$ cat src/rtl/spike_rate_decoder_if.sv
// Result handshake bundle for spike_rate_decoder.
// master drives the result, slave accepts it.
interface spike_rate_decoder_if;
  logic [7:0] rate;
  logic [7:0] isi_min;
  logic       rate_valid;
  logic       rate_ready;

  modport master (
    output rate,
    output isi_min,
    output rate_valid,
    input  rate_ready
  );

  modport slave (
    input  rate,
    input  isi_min,
    input  rate_valid,
    output rate_ready
  );
endinterface

$ cat src/rtl/spike_rate_decoder.sv
// Windowed spike counter with optional min inter-spike interval.
// Optional ISI logic: define SPIKE_RATE_DECODER_ISI_EN.
module spike_rate_decoder #(
  parameter int WINDOW = 32
) (
  input  logic clk,
  input  logic rst,
  input  logic spike,
  input  logic start,
  input  logic cont,
  output logic busy,
  output logic missed,
  spike_rate_decoder_if.master rd
);

  localparam logic [7:0] LAST = 8'(WINDOW - 1);

  typedef enum logic [1:0] {
    IDLE,
    COUNT,
    HOLD
  } state_e;

  state_e     state_q, state_d;
  logic [7:0] win_q, win_d;
  logic [7:0] cnt_q, cnt_d;
  logic [7:0] rate_q, rate_d;
  logic       valid_q, valid_d;
  logic       busy_q, busy_d;
  logic       missed_q, missed_d;
  logic       started_q, started_d;
  logic       clr;
  logic       last;

  assign last = (state_q == COUNT) && (win_q == LAST);

  // Next-state, counters and result capture.
  always_comb begin
    state_d   = state_q;
    win_d     = win_q;
    cnt_d     = cnt_q;
    rate_d    = rate_q;
    valid_d   = valid_q;
    missed_d  = missed_q;
    started_d = started_q;
    clr       = 1'b0;
    unique case (state_q)
      IDLE: begin
        if (spike && started_q) missed_d = 1'b1;
        if (start) begin
          state_d   = COUNT;
          started_d = 1'b1;
          clr       = 1'b1;
        end
      end
      COUNT: begin
        cnt_d = cnt_q + {7'd0, spike};
        if (last) begin
          state_d = HOLD;
          rate_d  = cnt_d;
          valid_d = 1'b1;
        end else begin
          win_d = win_q + 8'd1;
        end
      end
      HOLD: begin
        if (spike) missed_d = 1'b1;
        if (rd.rate_ready) begin
          valid_d = 1'b0;
          if (cont) begin
            state_d = COUNT;
            clr     = 1'b1;
          end else begin
            state_d = IDLE;
          end
        end
      end
      default: state_d = IDLE;
    endcase
    if (clr) begin
      win_d = 8'd0;
      cnt_d = 8'd0;
    end
    busy_d = (state_d != IDLE);
  end

  // Main state and output registers.
  always_ff @(posedge clk) begin
    if (rst) begin
      state_q   <= IDLE;
      win_q     <= 8'd0;
      cnt_q     <= 8'd0;
      rate_q    <= 8'd0;
      valid_q   <= 1'b0;
      busy_q    <= 1'b0;
      missed_q  <= 1'b0;
      started_q <= 1'b0;
    end else begin
      state_q   <= state_d;
      win_q     <= win_d;
      cnt_q     <= cnt_d;
      rate_q    <= rate_d;
      valid_q   <= valid_d;
      busy_q    <= busy_d;
      missed_q  <= missed_d;
      started_q <= started_d;
    end
  end

  assign rd.rate       = rate_q;
  assign rd.rate_valid = valid_q;
  assign busy          = busy_q;
  assign missed        = missed_q;

`ifdef SPIKE_RATE_DECODER_ISI_EN
  logic [7:0] ivl_q, ivl_d;
  logic [7:0] min_q, min_d;
  logic [7:0] isi_q, isi_d;
  logic       prev_q, prev_d;

  // Interval since last spike; min kept only once a prior spike exists.
  always_comb begin
    ivl_d  = ivl_q;
    min_d  = min_q;
    isi_d  = isi_q;
    prev_d = prev_q;
    if (state_q == COUNT) begin
      if (spike) begin
        if (prev_q && (min_q == 8'd0 || ivl_q < min_q))
          min_d = ivl_q;
        prev_d = 1'b1;
        ivl_d  = 8'd1;
      end else if (ivl_q != 8'hFF) begin
        ivl_d = ivl_q + 8'd1;
      end
      if (last) isi_d = min_d;
    end
    if (clr) begin
      ivl_d  = 8'd0;
      min_d  = 8'd0;
      prev_d = 1'b0;
    end
  end

  // ISI tracking registers.
  always_ff @(posedge clk) begin
    if (rst) begin
      ivl_q  <= 8'd0;
      min_q  <= 8'd0;
      isi_q  <= 8'd0;
      prev_q <= 1'b0;
    end else begin
      ivl_q  <= ivl_d;
      min_q  <= min_d;
      isi_q  <= isi_d;
      prev_q <= prev_d;
    end
  end

  assign rd.isi_min = isi_q;
`else
  assign rd.isi_min = 8'd0;
`endif

endmodule

$ cat src/flat_wrapper.sv
// flat-port wrapper written by rule: the top's interface ports become plain ports
module spike_rate_decoder_flat 
#(
  parameter int WINDOW = 32
)
  (clk, rst, spike, start, cont, busy, missed, rd_rate, rd_isi_min, rd_rate_valid, rd_rate_ready);
  spike_rate_decoder_if rd_i ();
  input  logic clk;
  input  logic rst;
  input  logic spike;
  input  logic start;
  input  logic cont;
  output logic busy;
  output logic missed;
  output wire logic [$bits(rd_i.rate)-1:0] rd_rate;
  output wire logic [$bits(rd_i.isi_min)-1:0] rd_isi_min;
  output wire logic [$bits(rd_i.rate_valid)-1:0] rd_rate_valid;
  input wire logic [$bits(rd_i.rate_ready)-1:0] rd_rate_ready;
  assign rd_rate = rd_i.rate;
  assign rd_isi_min = rd_i.isi_min;
  assign rd_rate_valid = rd_i.rate_valid;
  assign rd_i.rate_ready = rd_rate_ready;
  spike_rate_decoder #(.WINDOW(WINDOW)) u_core (.clk(clk), .rst(rst), .spike(spike), .start(start), .cont(cont), .busy(busy), .missed(missed), .rd(rd_i));
endmodule
$ cat config.mk
export PLATFORM = sky130hd
export DESIGN_NAME = spike_rate_decoder_flat
export DESIGN_NICKNAME = d
export VERILOG_FILES = /design/src/rtl/spike_rate_decoder_if.sv /design/src/rtl/spike_rate_decoder.sv /design/src/flat_wrapper.sv
export SDC_FILE = /design/constraint.sdc
export NUM_CORES = 1
export LEC_CHECK = 0
export ABC_CLOCK_PERIOD_IN_PS = 2600
export CAP_MARGIN = 20
export CORE_UTILIZATION = 35
export CTS_CLUSTER_SIZE = 16
export DETAILED_ROUTE_END_ITERATION = 12
export HOLD_SLACK_MARGIN = 0.08
export PLACE_DENSITY_LB_ADDON = 0.15
export SLEW_MARGIN = 20
export SYNTH_ARGS = -nofsm -noshare
export SYNTH_HDL_FRONTEND = slang
export SYNTH_SLANG_ARGS = --single-unit
$ cat constraint.sdc
create_clock -name clk -period 2.6 [get_ports clk]
set_input_delay 0.52 -clock clk [delete_from_list [all_inputs] [get_ports clk]]
set_output_delay 0.52 -clock clk [all_outputs]
set_load 0.03 [all_outputs]
==> metrics.md <==
| Metric | Value |
|---|---|
| Outcome | `finished, final reports clean` |
| Most common cell in the netlist | `nor2_1` |
| Worst hold path class | `reg -> reg` |
| Critical path buffers and inverters | `1` |
| Gr ovfl total | `0` |
| Final HPWL DP | `1.83 mm` |
| Site row count | `22` |
| Sequential fraction of the synthesis area | `0.434` |
| FFs w/ async S/R, synth | `0` |
| Placement Setup Slack | `395 ps` |
| Overall Global Routing Usage | `0.143` |
| Slew HR | `0.581` |
| Core area | `0.00372 mm²` |
| DIE AREA | `0.00421 mm²` |
| Pwr/cell area | `589 mW/mm²` |
| DR pass1 iterations | `4` |
| Unique cell type count in the Yosys netlist | `31` |
| Crit path max-delay family | `simple AND/OR/NAND/NOR gates` |
| Pin count of the biggest net entering global routing | `17` |
| Final WL | `2.61 mm` |
| Area leader, netlist | `dfxtp_1` |
| # fillers | `390` |
| Final worst-path cycle share | `0.755` |
| Avg Cell Area, Syn | `8.66 µm²` |
| Most common library cells after synthesis | `nor2_1 (32), dfxtp_1 (30), nand2_1 (13)` |
| Die Width | `64.9 µm` |
| Flops & latches, synth | `30` |
| Post-CTS Hold Fix Bufs | `0` |
| Sink Count | `30` |
| # diodes | `0` |
| FF/Latch Area | `601 µm²` |
| Non-filler instance count after layout | `227` |
| Setup violators final | `0` |
| Synth top area share | `0.434` |
| R2r setup slk | `640 ps` |
| Final RePlAce weighted congestion | `0.755` |
| Antenna-violating nets left | `0` |
| Peak VDD IR | `248 µV` |
| Root Driver | `clkbuf_8` |
| Clock skew | `2.22 ps` |
| Leakage power | `0.600 nW` |
| Via-to-Cell Ratio | `4.69` |
| Wire per inst | `11.5 µm` |
| Initial antenna violation count | `0` |
| Post-CTS Setup Inserts | `0` |
| CTS Buf Count | `5` |
| Multi-input gate area | `709 µm²` |
| First-pass GRT wire length | `4.49 mm` |
| Critical path launch point type | `register` |
| Worst path depth | `6` |
| Share of cells above drive strength 1 | `0.0838` |
| Worst setup EP type | `register` |
| Fin Setup TNS | `0 ps` |
| Cell area after synthesis | `0.00139 mm²` |
| Initial DRC Count | `52` |
| Max-Cap Viols | `0` |
| Mapped Cells | `160` |
| CP max stage delay | `540 ps` |
| Routed vias | `1065` |
| Setup slack after layout | `636 ps` |
| Final Max Slew Viols | `0` |
| Initial core utilization | `0.373` |
| Worst Path Arrival | `2140 ps` |
| Final net count | `187` |
| CTS tree | `built` |
| Number of synthesized flops with an enable pin | `0` |
| CP Max Fanout | `16` |
| Top cells by area, synth | `dfxtp_1 (43%), nor2_1 (8.7%), xnor2_1 (5.7%)` |
| Vias in the first global route | `1008` |
| Die Ht | `64.9 µm` |
| Top_reg_cell synth | `dfxtp_1` |
| WP data required | `2780 ps` |
| H-tree depth | `2` |
| FMAX | `0.509 GHz` |
| Clk slew on worst S/H paths | `60 ps` |
| Worst skew pair latency | `280 ps` |
| Syn. warnings | `0` |
| Ordered list of cells on the worst path | `ha_1 -> or4b_4 -> nor3_4 -> buf_4 -> mux2i_1 -> nor2_1` |
| Hold Path Depth | `2` |
| I/O pin total | `25` |
| Post-Place Cells | `219` |
| Hold Fails Final Rpt | `0` |
| Port buffer count | `16` |
| R2R cell count | `6` |
| RSZ-0062 raised after global routing | `no` |
| Longest Clk Path Bufs | `2` |
| Worst Tran Pin Value | `629 ps` |
| Crit path time final | `1960 ps` |
| Layout area overhead | `20.6%` |
| Post_cts resized | `0` |
| WS Path Type | `reg -> reg` |
| Slowest stage cell, crit path | `or4b_4` |
| DRC | `0` |
-- per-stage QoR --
stage	area, µm²	utilization	power (mW)	hold WS (ps)
final	1670	0.449	0.984	470
after global routing	1670	0.449	1.02	494
after CTS	1670	0.449	0.999	475
after detailed placement	1560	0.420	0.554	466
after global placement	1560	0.420	0.553	450
after floorplan	1410	-	0.540	440
-- registers in the layout (all words and copies together), names as in the netlist --
name	flops
u_core.missed	1
u_core.state_q	2
u_core.rd.rate	8
u_core.win_q	8
u_core.busy	1
u_core.started_q	1
u_core.rd.rate_valid	1
u_core.cnt_q	8
-- cell families after synthesis --
| kind of cell | Yosys count | synth area share |
|---|---|---|
| and+or+nand+nor | 70 | 0.242 |
| DFF | 30 | 0.434 |
| AOI/OAI and AO/OA | 19 | 0.0903 |
| buffers and inverters | 17 | 0.0732 |
| xor gates and xnor gates | 15 | 0.0949 |
| muxes | 5 | 0.0361 |
| adders and majority gates | 3 | 0.0271 |
| other | 1 | 0.00271 |
-- layer usage --
metal  vias up  global-route usage  routed length (µm)
li1        556                   -                   -
met1       479               0.175                1250
met2        22               0.220                1200
met3         8              0.0370                  87
met4         0              0.0917                  72
met5         -                   0                   0
-- worst paths after layout --
path,start,endpoint
worst min-delay path,u_core.cnt_q[0],u_core.cnt_q[0]
worst max register to register,u_core.win_q[0],u_core.rd.rate[0]
worst max-delay path,u_core.win_q[0],u_core.rd.rate[0]
worst min register to register,u_core.cnt_q[0],u_core.cnt_q[0]
-- cell usage in the layout, fill, tap and decap left out, types with 2 or more instances in the layout --
master,n
nor2b_1,2
inv_1,2
nor3_1,5
o21ai_0,2
nand2b_1,3
clkdlybuf4s50_1,16
nand4_1,4
a211oi_2,2
ha_1,3
nor2_1,32
xor2_1,6
a211oi_1,4
nand3_1,4
mux2i_1,5
nand2_1,13
clkbuf_8,8
conb_1,8
dfxtp_1,30
buf_4,3
a21oi_1,8
xnor2_1,9
-- worst min-delay path: cells and delay by family (launching register included) --
kind	cells	cell delay [ps]
compound gates	1	50
flops	1	310
simple gates	1	60
-- layout make-up --
| cell class | count | share of cell area |
|---|---|---|
| multi-input cells | 120 | 0.425 |
| well taps | 48 | 0.0360 |
| flip-flops and latches | 30 | 0.360 |
| repair buffers | 19 | 0.109 |
| inverters | 2 | 0.00449 |
| clock buffers | 8 | 0.0659 |
-- report_power, final --
part	total (mW)	internal [mW]	switching, mW	leakage, nW
clock	0.441	0.267	0.174	0.0575
combinational	0.0715	0.0227	0.0488	0.300
sequential	0.472	0.467	0.00549	0.243
total	0.984	0.756	0.228	0.600
Note: power is estimated with default switching activity, not from simulation.
